--- src/rtl/vga_pkg.sv ---
// Shared 640x480@60 timing constants and a small range helper for the VGA output stage.
package vga_pkg;

  localparam int unsigned VGA_TOTAL_COLS    = 32'd800;
  localparam int unsigned VGA_TOTAL_ROWS    = 32'd525;
  localparam int unsigned VGA_ACTIVE_COLS   = 32'd640;
  localparam int unsigned VGA_ACTIVE_ROWS   = 32'd480;
  localparam int unsigned VGA_FRONT_PORCH_H = 32'd18;
  localparam int unsigned VGA_BACK_PORCH_H  = 32'd50;
  localparam int unsigned VGA_FRONT_PORCH_V = 32'd10;
  localparam int unsigned VGA_BACK_PORCH_V  = 32'd33;
  localparam int unsigned VGA_VIDEO_WIDTH   = 32'd3;

  // Inclusive unsigned range test used for the sync pulse windows.
  function automatic logic in_span(input int unsigned v, input int unsigned lo,
                                   input int unsigned hi);
    return (v >= lo) && (v <= hi);
  endfunction

endpackage

--- src/rtl/vga_sync_porch_if.sv ---
// Raw sync/pixel inputs and conditioned VGA pin outputs of the porch stage.
interface vga_sync_porch_if
  import vga_pkg::*;
#(
  parameter int unsigned VIDEO_WIDTH = VGA_VIDEO_WIDTH
);

  logic                   i_HSync;
  logic                   i_VSync;
  logic [VIDEO_WIDTH-1:0] i_Red;
  logic [VIDEO_WIDTH-1:0] i_Grn;
  logic [VIDEO_WIDTH-1:0] i_Blu;
  logic                   o_HSync;
  logic                   o_VSync;
  logic [VIDEO_WIDTH-1:0] o_Red;
  logic [VIDEO_WIDTH-1:0] o_Grn;
  logic [VIDEO_WIDTH-1:0] o_Blu;

  // Upstream side: drives raw syncs and pixels, observes the VGA pins.
  modport master (
    output i_HSync, i_VSync, i_Red, i_Grn, i_Blu,
    input  o_HSync, o_VSync, o_Red, o_Grn, o_Blu
  );

  // Porch stage side.
  modport slave (
    input  i_HSync, i_VSync, i_Red, i_Grn, i_Blu,
    output o_HSync, o_VSync, o_Red, o_Grn, o_Blu
  );

endinterface

--- src/rtl/vga_sync_to_count.sv ---
// Recovers column/row position from the raw VSync rising edge and tracks whether
// a frame start has been seen since reset.
module vga_sync_to_count
  import vga_pkg::*;
#(
  parameter  int unsigned TOTAL_COLS = VGA_TOTAL_COLS,
  parameter  int unsigned TOTAL_ROWS = VGA_TOTAL_ROWS,
  localparam int unsigned COL_W      = $clog2(TOTAL_COLS),
  localparam int unsigned ROW_W      = $clog2(TOTAL_ROWS)
) (
  input  logic             clk_i,
  input  logic             rst_i,
  input  logic             hsync_i,
  input  logic             vsync_i,
  output logic [COL_W-1:0] col_o,
  output logic [ROW_W-1:0] row_o,
  output logic             locked_o,
  output logic             hsync_o,
  output logic             vsync_o
);

  localparam logic [COL_W-1:0] COL_LAST = COL_W'(TOTAL_COLS - 32'd1);
  localparam logic [ROW_W-1:0] ROW_LAST = ROW_W'(TOTAL_ROWS - 32'd1);

  logic             vsync_q;
  logic             hsync_q;
  logic             locked_q, locked_d;
  logic [COL_W-1:0] col_q, col_d;
  logic [ROW_W-1:0] row_q, row_d;
  logic             frame_start_s;

  assign frame_start_s = vsync_i & ~vsync_q;

  // Next position: a frame start overrides any wrap and re-aligns the counters.
  always_comb begin
    col_d    = col_q;
    row_d    = row_q;
    locked_d = locked_q;
    if (frame_start_s) begin
      col_d    = {COL_W{1'b0}};
      row_d    = {ROW_W{1'b0}};
      locked_d = 1'b1;
    end else if (col_q == COL_LAST) begin
      col_d = {COL_W{1'b0}};
      if (row_q == ROW_LAST) begin
        row_d = {ROW_W{1'b0}};
      end else begin
        row_d = row_q + ROW_W'(1);
      end
    end else begin
      col_d = col_q + COL_W'(1);
    end
  end

  // Edge register resets high so a VSync already high at release is not an edge.
  always_ff @(posedge clk_i) begin
    if (rst_i) begin
      vsync_q  <= 1'b1;
      hsync_q  <= 1'b0;
      locked_q <= 1'b0;
      col_q    <= {COL_W{1'b0}};
      row_q    <= {ROW_W{1'b0}};
    end else begin
      vsync_q  <= vsync_i;
      hsync_q  <= hsync_i;
      locked_q <= locked_d;
      col_q    <= col_d;
      row_q    <= row_d;
    end
  end

  assign col_o    = col_q;
  assign row_o    = row_q;
  assign locked_o = locked_q;
  assign hsync_o  = hsync_q;
  assign vsync_o  = vsync_q;

endmodule

--- src/rtl/vga_sync_porch.sv ---
// VGA output conditioning: two-stage pipeline that places active-low sync pulses
// with porches and blanks RGB outside the visible window.
module vga_sync_porch
  import vga_pkg::*;
#(
  parameter int unsigned TOTAL_COLS    = VGA_TOTAL_COLS,
  parameter int unsigned TOTAL_ROWS    = VGA_TOTAL_ROWS,
  parameter int unsigned ACTIVE_COLS   = VGA_ACTIVE_COLS,
  parameter int unsigned ACTIVE_ROWS   = VGA_ACTIVE_ROWS,
  parameter int unsigned FRONT_PORCH_H = VGA_FRONT_PORCH_H,
  parameter int unsigned BACK_PORCH_H  = VGA_BACK_PORCH_H,
  parameter int unsigned FRONT_PORCH_V = VGA_FRONT_PORCH_V,
  parameter int unsigned BACK_PORCH_V  = VGA_BACK_PORCH_V,
  parameter int unsigned VIDEO_WIDTH   = VGA_VIDEO_WIDTH
) (
  input logic              CLK,
  input logic              RST,
  vga_sync_porch_if.slave  vga
);

  localparam int unsigned COL_W    = $clog2(TOTAL_COLS);
  localparam int unsigned ROW_W    = $clog2(TOTAL_ROWS);
  localparam int unsigned HS_FIRST = ACTIVE_COLS + FRONT_PORCH_H;
  localparam int unsigned HS_LAST  = TOTAL_COLS - BACK_PORCH_H - 32'd1;
  localparam int unsigned VS_FIRST = ACTIVE_ROWS + FRONT_PORCH_V;
  localparam int unsigned VS_LAST  = TOTAL_ROWS - BACK_PORCH_V - 32'd1;

  logic [COL_W-1:0]       col_s;
  logic [ROW_W-1:0]       row_s;
  logic                   locked_s;
  logic                   hsync_dly_s;
  logic                   vsync_dly_s;
  logic [VIDEO_WIDTH-1:0] red_q, grn_q, blu_q;
  logic [VIDEO_WIDTH-1:0] red_d2, grn_d2, blu_d2;
  logic [VIDEO_WIDTH-1:0] red_q2, grn_q2, blu_q2;
  logic                   hs_d, vs_d, hs_q, vs_q;
  logic                   visible_s;

  vga_sync_to_count #(
    .TOTAL_COLS (TOTAL_COLS),
    .TOTAL_ROWS (TOTAL_ROWS)
  ) u_count (
    .clk_i    (CLK),
    .rst_i    (RST),
    .hsync_i  (vga.i_HSync),
    .vsync_i  (vga.i_VSync),
    .col_o    (col_s),
    .row_o    (row_s),
    .locked_o (locked_s),
    .hsync_o  (hsync_dly_s),
    .vsync_o  (vsync_dly_s)
  );

  // Delayed raw syncs are kept for downstream alignment checking only.
  logic unused_sync_s;
  assign unused_sync_s = hsync_dly_s ^ vsync_dly_s;

  // Stage 1 pixel delay keeps each pixel beside the counter value of its cycle.
  always_ff @(posedge CLK) begin
    if (RST) begin
      red_q <= {VIDEO_WIDTH{1'b0}};
      grn_q <= {VIDEO_WIDTH{1'b0}};
      blu_q <= {VIDEO_WIDTH{1'b0}};
    end else begin
      red_q <= vga.i_Red;
      grn_q <= vga.i_Grn;
      blu_q <= vga.i_Blu;
    end
  end

  assign visible_s = (32'(col_s) < ACTIVE_COLS) && (32'(row_s) < ACTIVE_ROWS);

  // Stage 2 decode: idle until locked, then porch-placed syncs and blanking.
  always_comb begin
    hs_d   = 1'b1;
    vs_d   = 1'b1;
    red_d2 = {VIDEO_WIDTH{1'b0}};
    grn_d2 = {VIDEO_WIDTH{1'b0}};
    blu_d2 = {VIDEO_WIDTH{1'b0}};
    if (locked_s) begin
      hs_d = ~in_span(32'(col_s), HS_FIRST, HS_LAST);
      vs_d = ~in_span(32'(row_s), VS_FIRST, VS_LAST);
      if (visible_s) begin
        red_d2 = red_q;
        grn_d2 = grn_q;
        blu_d2 = blu_q;
      end else begin
        red_d2 = {VIDEO_WIDTH{1'b0}};
        grn_d2 = {VIDEO_WIDTH{1'b0}};
        blu_d2 = {VIDEO_WIDTH{1'b0}};
      end
    end else begin
      hs_d = 1'b1;
      vs_d = 1'b1;
    end
  end

  // Output registers drive the VGA pins directly.
  always_ff @(posedge CLK) begin
    if (RST) begin
      hs_q   <= 1'b1;
      vs_q   <= 1'b1;
      red_q2 <= {VIDEO_WIDTH{1'b0}};
      grn_q2 <= {VIDEO_WIDTH{1'b0}};
      blu_q2 <= {VIDEO_WIDTH{1'b0}};
    end else begin
      hs_q   <= hs_d;
      vs_q   <= vs_d;
      red_q2 <= red_d2;
      grn_q2 <= grn_d2;
      blu_q2 <= blu_d2;
    end
  end

  assign vga.o_HSync = hs_q;
  assign vga.o_VSync = vs_q;
  assign vga.o_Red   = red_q2;
  assign vga.o_Grn   = grn_q2;
  assign vga.o_Blu   = blu_q2;

endmodule

--- src/flat_wrapper.sv ---
// flat-port wrapper written by rule: the top's interface ports become plain ports
module vga_sync_porch_flat import vga_pkg::*;
#(
  parameter int unsigned TOTAL_COLS    = VGA_TOTAL_COLS,
  parameter int unsigned TOTAL_ROWS    = VGA_TOTAL_ROWS,
  parameter int unsigned ACTIVE_COLS   = VGA_ACTIVE_COLS,
  parameter int unsigned ACTIVE_ROWS   = VGA_ACTIVE_ROWS,
  parameter int unsigned FRONT_PORCH_H = VGA_FRONT_PORCH_H,
  parameter int unsigned BACK_PORCH_H  = VGA_BACK_PORCH_H,
  parameter int unsigned FRONT_PORCH_V = VGA_FRONT_PORCH_V,
  parameter int unsigned BACK_PORCH_V  = VGA_BACK_PORCH_V,
  parameter int unsigned VIDEO_WIDTH   = VGA_VIDEO_WIDTH
)
  (CLK, RST, vga_i_HSync, vga_i_VSync, vga_i_Red, vga_i_Grn, vga_i_Blu, vga_o_HSync, vga_o_VSync, vga_o_Red, vga_o_Grn, vga_o_Blu);
  vga_sync_porch_if #(.VIDEO_WIDTH(VIDEO_WIDTH)) vga_i ();
  input logic CLK;
  input logic RST;
  input wire logic [$bits(vga_i.i_HSync)-1:0] vga_i_HSync;
  input wire logic [$bits(vga_i.i_VSync)-1:0] vga_i_VSync;
  input wire logic [$bits(vga_i.i_Red)-1:0] vga_i_Red;
  input wire logic [$bits(vga_i.i_Grn)-1:0] vga_i_Grn;
  input wire logic [$bits(vga_i.i_Blu)-1:0] vga_i_Blu;
  output wire logic [$bits(vga_i.o_HSync)-1:0] vga_o_HSync;
  output wire logic [$bits(vga_i.o_VSync)-1:0] vga_o_VSync;
  output wire logic [$bits(vga_i.o_Red)-1:0] vga_o_Red;
  output wire logic [$bits(vga_i.o_Grn)-1:0] vga_o_Grn;
  output wire logic [$bits(vga_i.o_Blu)-1:0] vga_o_Blu;
  assign vga_i.i_HSync = vga_i_HSync;
  assign vga_i.i_VSync = vga_i_VSync;
  assign vga_i.i_Red = vga_i_Red;
  assign vga_i.i_Grn = vga_i_Grn;
  assign vga_i.i_Blu = vga_i_Blu;
  assign vga_o_HSync = vga_i.o_HSync;
  assign vga_o_VSync = vga_i.o_VSync;
  assign vga_o_Red = vga_i.o_Red;
  assign vga_o_Grn = vga_i.o_Grn;
  assign vga_o_Blu = vga_i.o_Blu;
  vga_sync_porch #(.TOTAL_COLS(TOTAL_COLS), .TOTAL_ROWS(TOTAL_ROWS), .ACTIVE_COLS(ACTIVE_COLS), .ACTIVE_ROWS(ACTIVE_ROWS), .FRONT_PORCH_H(FRONT_PORCH_H), .BACK_PORCH_H(BACK_PORCH_H), .FRONT_PORCH_V(FRONT_PORCH_V), .BACK_PORCH_V(BACK_PORCH_V), .VIDEO_WIDTH(VIDEO_WIDTH)) u_core (.CLK(CLK), .RST(RST), .vga(vga_i));
endmodule
--- config.mk ---
export PLATFORM = sky130hd
export DESIGN_NAME = vga_sync_porch_flat
export DESIGN_NICKNAME = d
export VERILOG_FILES = /design/src/rtl/vga_pkg.sv /design/src/rtl/vga_sync_porch_if.sv /design/src/rtl/vga_sync_to_count.sv /design/src/rtl/vga_sync_porch.sv /design/src/flat_wrapper.sv
export SDC_FILE = /design/constraint.sdc
export NUM_CORES = 1
export LEC_CHECK = 0
export CAP_MARGIN = 5
export CORE_ASPECT_RATIO = 1.1
export CORE_MARGIN = 2
export CORE_UTILIZATION = 55
export CTS_CLUSTER_DIAMETER = 30
export DETAILED_ROUTE_END_ITERATION = 16
export PLACE_DENSITY_LB_ADDON = 0.12
export SETUP_SLACK_MARGIN = 0.02
export SLEW_MARGIN = 20
export SYNTH_ARGS = -nofsm -noshare
export SYNTH_HDL_FRONTEND = slang
export SYNTH_SLANG_ARGS = --single-unit
--- constraint.sdc ---
create_clock -name CLK -period 3.3 [get_ports CLK]
set_clock_uncertainty 0.05 [all_clocks]
set_input_delay 0.66 -clock CLK [delete_from_list [all_inputs] [get_ports CLK]]
set_output_delay 0.66 -clock CLK [all_outputs]
set_load 0.01 [all_outputs]
# Word level (Yosys, flattened, before mapping)
# Index checks and enable logic that the tools add are counted.
[op_classes]
n_addsub = 2
n_lt_le_gt_ge = 6
n_eq_ne = 2
n_mux = 1
n_bitwise = 6
reduce_logical = 7
[ops]
columns = ["op", "n"]
rows = [
  ["$add A10 B1 Y10 const B", 2],
  ["$eq A10 B10 Y1 const B", 2],
  ["$ge A10 B10 Y1 const B", 1],
  ["$ge A10 B9 Y1 const B", 1],
  ["$le A10 B10 Y1 const B", 1],
  ["$le A10 B9 Y1 const B", 1],
  ["$lt A10 B10 Y1 const B", 1],
  ["$lt A10 B9 Y1 const B", 1],
  ["$mux W10", 1],
  ["$reduce_or A3 Y1", 2],
  ["$not A1 Y1", 5],
  ["$reduce_or A2 Y1", 2],
  ["$logic_and A1 B1 Y1", 3],
  ["$and A1 B1 Y1", 1],
]
[totals]
regBits = 42
inputBits = 13
out_inout_bits = 11
word_cells = 36

# Longest topological paths before layout
# Gate-level depths: netlist (run 1).
[depth]
depth_word = 4
mapped_depth = 7
depth_no_buf = 7

# Modules after synthesis
# A second synthesis (run 1) with hierarchy kept.
[unflattened]
cells_unflattened = 168
area_unflattened_um2 = 1675.4
[modules_own_cells]
columns = ["mod", "instances", "cells_per_inst", "area_per_inst_um2", "seq_area_each_um2"]
rows = [
  ["vga_sync_to_count", 1, 116, 1013.5, 460.4],
  ["vga_sync_porch", 1, 52, 661.9, 400.4],
]

# Least setup slack after synthesis (run 1)
# No wires, ideal clock.
[synth_path]
path_type = "input -> register"
start = "in vga_i_VSync"
end = "reg u_core.u_count.row_q[8] (netlist: u_core.u_count.row_o[8])"
setup_time_ns = 0.084
arrival_time_ns = 1.689
required_ns = 3.166
setup_slack_ns = 1.477
cell_stages = 5
path_buffers = 1
path_cell_list = "nor2b_4 or2_1 dlymetal6s2s_1 or3_1 o31ai_2"
[synth_via]
elab_chain_cells = 2
[synth_rtl]
columns = ["element", "line_no", "rtl"]
rows = [
  ["start: declaration", "flat_wrapper.sv:19", "input wire logic [$bits(vga_i.i_VSync)-1:0] vga_i_VSync;"],
  ["$and A1 B1 Y1", "vga_sync_to_count.sv:32", "assign frame_start_s = vsync_i & ~vsync_q;"],
  ["$reduce_or A2 Y1 (no source line)", "-", ""],
  ["end signal: assignment", "vga_sync_to_count.sv:62", "row_q <= {ROW_W{1'b0}};"],
  ["end signal: assignment", "vga_sync_to_count.sv:68", "row_q <= row_d;"],
  ["end: declaration", "vga_sync_to_count.sv:29", "logic [ROW_W-1:0] row_q, row_d;"],
]
# Every way passes these cells.
# A chain may end at the register's enable or synchronous reset.

# Worst setup path after layout (run 1)
[layout_path]
start = "reg u_core.grn_q2[2] (netlist: u_core.vga.o_Grn[2])"
end = "out vga_o_Grn[2]"
[layout_rtl]
columns = ["element", "line_no", "rtl"]
rows = [
  ["start: declaration", "vga_sync_porch.sv:35", "logic [VIDEO_WIDTH-1:0] red_q2, grn_q2, blu_q2;"],
  ["start signal: assignment", "vga_sync_porch.sv:104", "grn_q2 <= {VIDEO_WIDTH{1'b0}};"],
  ["start signal: assignment", "vga_sync_porch.sv:110", "grn_q2 <= grn_d2;"],
  ["end: declaration", "flat_wrapper.sv:26", "output wire logic [$bits(vga_i.o_Grn)-1:0] vga_o_Grn;"],
]
# No word-level cell between the ends.

==> results of run 1 <==
## area by class of cell
| class | instances | area share (%) |
|---|---|---|
| Inverter | 5 | 0.948 |
| Sequential cell | 42 | 42.5 |
| Clock inverter | 1 | 1.52 |
| Tap cell | 33 | 2.09 |
| Clock buffer | 6 | 2.59 |
| Timing Repair Buffer | 23 | 11.5 |
| Multi-Input combinational cell | 118 | 38.9 |
## per-layer routing
metal	up-vias	GRT usage, %	share of wire (%)	routed length, um
met1	565	22.3	44	1310
met5	-	0	0	0
met4	0	7.82	1.3	38
met2	22	33.6	50	1470
met3	5	6.30	4.8	141
li1	615	-	-	-
## sequential cells by signal, indices dropped and copies added (netlist names)
signal	count
u_core.u_count.col_o	10
u_core.vga.o_VSync	1
u_core.blu_q	3
u_core.u_count.row_o	10
u_core.vga.o_Grn	3
u_core.vga.o_Blu	3
u_core.u_count.locked_o	1
u_core.grn_q	3
u_core.vga.o_HSync	1
u_core.u_count.vsync_o	1
u_core.vga.o_Red	3
u_core.red_q	3
## through the flow
stage	hold slack, ns	util (%)	instances	area, um2
after detailed placement	0.366	67.1	221	1900
final	0.380	70.0	228	1980
after floorplan	0.356	-	170	1660
after CTS	0.395	70.0	228	1980
after global routing	0.399	70.0	228	1980
after global placement	0.359	67.1	221	1900
## Yosys cell counts, types with 2 or more instances
cell type	count
dfxtp_1	42
nor2_1	23
xor2_1	11
and2_1	10
nand2_1	9
nor2b_1	9
ha_1	7
nand3_1	7
nand4_1	7
inv_1	5
nor3_1	4
xnor2_1	4
and3_1	3
and3_2	3
clkbuf_1	2
o211ai_1	2
o21ai_0	2
or3_1	2
## worst max-delay path by stage
stage / startpoint / cells after the start / to
2_1_floorplan: vga_i_VSync / 5 / u_core.u_count.row_o[8]
3_3_place_gp: vga_i_VSync / 5 / u_core.u_count.row_o[8]
3_5_place_dp: vga_i_VSync / 5 / u_core.u_count.row_o[8]
4_1_cts: u_core.vga.o_Grn[2] / 1 / vga_o_Grn[2]
5_1_grt: u_core.u_count.col_o[1] / 6 / u_core.u_count.row_o[0]
6_report: u_core.vga.o_Grn[2] / 1 / vga_o_Grn[2]
## logic make-up (layout without fill, tap and decap cells)
group	Yosys count	after routing	share of synthesized area, %
AND/OR/NAND/NOR	87	87	29.1
flip-flops	42	42	50.6
XOR/XNOR	15	15	7.91
buffers and inverters	10	35	3.09
AO/OA/AOI/OAI	9	9	3.99
adder cells (fa/ha/maj)	7	7	5.27
## power groups by stage
stage | logic (uW) | clock network [uW] | registers [uW]
final | 44.6 | 324 | 525
after global routing | 49.1 | 356 | 527
after CTS | 44.9 | 332 | 525
after detailed placement | 44.3 | 0 | 536
after global placement | 42.7 | 0 | 536
after floorplan | 22.6 | 0 | 535
==> flow_metrics.py, run 1 <==
metrics = {
    "run_status": {
        "status": "finished clean",
    },
    "finish": {
        "multiInputGateArea_um2": 769,
        "antenna_cells": 0,
        "syn2layout_area_growth_pct": 19.1,
        "final_layout_size_suffix_gt1_share_pct": 8.72,
        "final_common_cell": "dfxtp_1",
        "mostFrequentLayoutCells": "dfxtp_1 (42), nor2_1 (23), clkdlybuf4s50_1 (22)",
        "seq_area_um2": 841,
        "final_nets": 215,
        "fillers": 230,
    },
    "logic_synthesis": {
        "netlist_area_um2": 1660,
        "yosys_warnings": 0,
        "async_flop_share_pct": 0,
        "ys_seq_area_share_pct": 50.6,
        "synthCells": 170,
        "synth.largest_area_cell": "dfxtp_1",
        "yosys_register_bits": 42,
        "ys_types": 36,
        "synth.avg_cell_area_um2": 9.77,
        "synth_edf_count": 0,
        "syn_nets": 190,
        "ys.flop_type": "dfxtp_1",
        "synth_top_area_share_pct": 50.6,
        "synthTopCellsByArea": "dfxtp_1 (51%), xor2_1 (5.8%), ha_1 (5.3%)",
    },
    "clock_tree": {
        "cts.sinks": 42,
        "cts_tree": "done",
        "clk_latency_ns": 0.34,
        "htreeDepth": 2,
        "ctsLongestPathBuffers": 2,
        "postCtsSetupBuffers": 0,
        "numCtsBuffers": 5,
        "cts_root_buf": "clkbuf_4",
        "ctsResizeCount": 0,
        "clk_pin_slew_ns": 0.11,
        "cts-hold-fix-buffers": 0,
    },
    "min_path": {
        "hold_end": "u_core.vga.o_Grn[2]",
        "hold_depth": 1,
        "worstHoldStart": "u_core.grn_q[2]",
        "hold_path.class": "register to register",
    },
    "global_route": {
        "grt_overflow_total": 0,
        "first_global_vias": 1150,
        "antenna_found_initial": 0,
        "grt_pass1_wl_um": 5060,
        "grt_max_degree": 13,
        "grt_usage_pct": 19.3,
    },
    "die": {
        "die_h_um": 61.6,
        "start_util_pct": 58.8,
        "die_width_um": 56.4,
        "num_rows": 20,
        "fp.dieArea_um2": 3480,
        "core_area_um2": 2830,
        "ioPinCount": 24,
    },
    "worst_setup_path": {
        "cp_slowest_stage_delay_ns": 0.54,
        "r2r-end": "u_core.u_count.row_o[6]",
        "required_ns": 2.59,
        "crit_fanout": 1,
        "reg2reg_setup_slack_ns": 1.41,
        "path_cells": "clkdlybuf4s50_1",
        "critPathTopFamily": "buffers and inverters",
        "crit_type": "register to output port",
        "regToRegStartpoint": "u_core.u_count.col_o[1]",
        "worst-path-buf-inv": 1,
        "worstSetupStartpointType": "register",
        "cp.arrival_ns": 1.21,
        "critPathSlowestCell": "clkdlybuf4s50_1",
        "r2r_cells": 6,
        "endpoint_kind": "output port",
    },
    "sta": {
        "max_slew_margin_pct": 77.4,
        "report.final.slew_viol_count": 0,
        "period_needed_ns": 1.92,
        "postLayoutSetupSlackWorst_ns": 1.38,
        "finalCritPeriodShare_pct": 58.3,
        "hold_viol_final": 0,
        "rsz0062_at_grt": "false",
        "fin_setup_tns_ns": 0,
        "fmax_mhz": 520,
        "finalSetupViolCount": 0,
        "tightest_slew_ns": 0.335,
    },
    "power": {
        "pwr-share-clk_pct": 36.3,
        "power.net_switching_uw": 174,
        "p_per_area_nw_per_um2": 451,
        "p_seq_share_pct": 58.7,
        "ir_drop_uv": 462,
        "p_total_uw": 894,
        "p_comb_share_pct": 5.0,
        "internal-power_uw": 720,
        "swShare_pct": 19.4,
        "p_leak_uw": 0.000755,
    },
    "drt": {
        "detail-route-antenna-nets": 0,
        "wl_per_cell_um": 13.0,
        "drc": 0,
        "viasPerCell": 5.29,
        "routed_wl_um": 2960,
        "dr.pass1.iters": 4,
        "via_count": 1207,
        "drtIter0Drc": 27,
    },
    "placed_design": {
        "dp_hpwl_um": 2250,
        "gp_congestion": 0.853,
        "pre_cts_slack_ns": 1.07,
        "numPortBuffers": 22,
    },
    "run": {
        "maxCapViolations": 0,
    },
}
(Power assumes the default switching activity.)
==> run 2: changes to the inputs <==
Settings changed: CORE_UTILIZATION 55 to 52.
Clock period 3.3 ns to 2 ns, I/O delays scaled along.
==> flow_metrics.py, run 2 (synthesis gave the netlist of run 1 again) <==
metrics = {
    "die": {
        "start_util_pct": 54.5,
        "die_width_um": 57.9,
        "fp.dieArea_um2": 3660,
        "core_area_um2": 3050,
        "num_rows": 21,
        "ioPinCount": 24,
        "die_h_um": 63.3,
    },
    "power": {
        "p_comb_share_pct": 5.9,
        "ir_drop_uv": 540,
        "pwr-share-clk_pct": 28.9,
        "swShare_pct": 22.6,
        "p_per_area_nw_per_um2": 672,
        "p_total_uw": 1330,
        "internal-power_uw": 1030,
        "p_leak_uw": 0.000757,
        "power.net_switching_uw": 299,
        "p_seq_share_pct": 65.2,
    },
    "worst_setup_path": {
        "required_ns": 2.22,
        "worstSetupStartpointType": "register",
        "cp.arrival_ns": 2.00,
        "crit_fanout": 6,
        "crit_type": "register to register",
        "endpoint_kind": "register",
    },
    "finish": {
        "final_layout_size_suffix_gt1_share_pct": 10.6,
        "final_common_cell": "dfxtp_1",
        "mostFrequentLayoutCells": "dfxtp_1 (42), nor2_1 (23), clkdlybuf4s50_1 (22)",
        "syn2layout_area_growth_pct": 18.7,
        "final_cells": 232,
        "postLayoutCoreUtil_pct": 64.7,
        "antenna_cells": 0,
        "final_nets": 218,
    },
    "global_route": {
        "grt_max_degree": 14,
        "grt_overflow_total": 0,
        "antenna_found_initial": 0,
        "grt_pass1_wl_um": 4970,
        "first_global_vias": 1162,
        "grt_usage_pct": 17.5,
    },
    "clock_tree": {
        "clk_pin_slew_ns": 0.12,
        "clk_latency_ns": 0.34,
        "numCtsBuffers": 5,
        "cts-hold-fix-buffers": 0,
        "ctsLongestPathBuffers": 2,
        "ctsResizeCount": 0,
        "cts_root_buf": "clkbuf_4",
        "postCtsSetupBuffers": 0,
        "cts.sinks": 42,
        "cts_tree": "done",
        "htreeDepth": 2,
    },
    "run": {
        "maxCapViolations": 0,
    },
    "sta": {
        "hold_viol_final": 0,
        "finalSetupViolCount": 0,
        "period_needed_ns": 1.78,
        "fin_setup_tns_ns": 0,
        "postLayoutSetupSlackWorst_ns": 0.219,
        "fmax_mhz": 561,
        "rsz0062_at_grt": "false",
        "tightest_slew_ns": 0.327,
        "finalCritPeriodShare_pct": 89.1,
        "report.final.slew_viol_count": 0,
        "max_slew_margin_pct": 77.9,
    },
    "drt": {
        "routed_wl_um": 2810,
        "detail-route-antenna-nets": 0,
        "wl_per_cell_um": 12.1,
        "viasPerCell": 5.30,
        "via_count": 1230,
        "drtIter0Drc": 31,
        "drc": 0,
        "dr.pass1.iters": 4,
    },
    "min_path": {
        "hold_path.class": "register to register",
    },
    "run_status": {
        "status": "finished clean",
    },
    "placed_design": {
        "pre_cts_slack_ns": 0.0803,
        "dp_hpwl_um": 2030,
        "gp_congestion": 0.840,
        "numPortBuffers": 22,
        "dpl.cell_count": 225,
    },
}
[run 2: metal layers]
metal | routed length, um | GRT usage, %
met1 | 1350 | 21.4
met3 | 152 | 5.54
met2 | 1250 | 28.1
met4 | 56 | 6.98
met5 | 0 | 0
[run 2: final timing paths]
check | from | to | slack, ns | cells past startpoint
max reg2reg | u_core.u_count.col_o[1] | u_core.u_count.row_o[8] | 0.22 | 5
min | u_core.grn_q[1] | u_core.vga.o_Grn[1] | 0.39 | 1
min reg2reg | u_core.grn_q[1] | u_core.vga.o_Grn[1] | 0.39 | 1
max | u_core.u_count.col_o[1] | u_core.u_count.row_o[8] | 0.22 | 5
[run 2: power by group through the flow]
| stage | logic, uW | registers (uW) | clock network, uW |
|---|---|---|---|
| 6_report | 78.8 | 864 | 383 |
| 5_1_grt | 86.8 | 868 | 440 |
| 4_1_cts | 80.3 | 865 | 404 |
| 3_5_place_dp | 79.6 | 883 | 0 |
| 3_3_place_gp | 77.0 | 883 | 0 |
| 2_1_floorplan | 37.3 | 883 | 0 |
[run 2: area by class of cell]
cell class	count	area (um2)
flip-flops and latches	42	841
multi-input cells	118	773
repair buffers	26	250
clock buffers	5	37.5
fillers	255	1070
clock inverters	2	10.0
well taps	34	42.5
inverters	5	18.8
[run 2: critical path, stage by stage, from the launching register on]
cell,delay [ns]
dfxtp_1,0.45
ha_1,0.25
and4_4,0.26
nand4_1,0.12
or3_1,0.41
o31ai_2,0.17
[run 2: stage by stage]
step	hold slack, ns	instance area, um2
6_report	0.391	1970
4_1_cts	0.392	1970
3_5_place_dp	0.363	1920
3_3_place_gp	0.357	1920
2_1_floorplan	0.356	1660
5_1_grt	0.422	1970
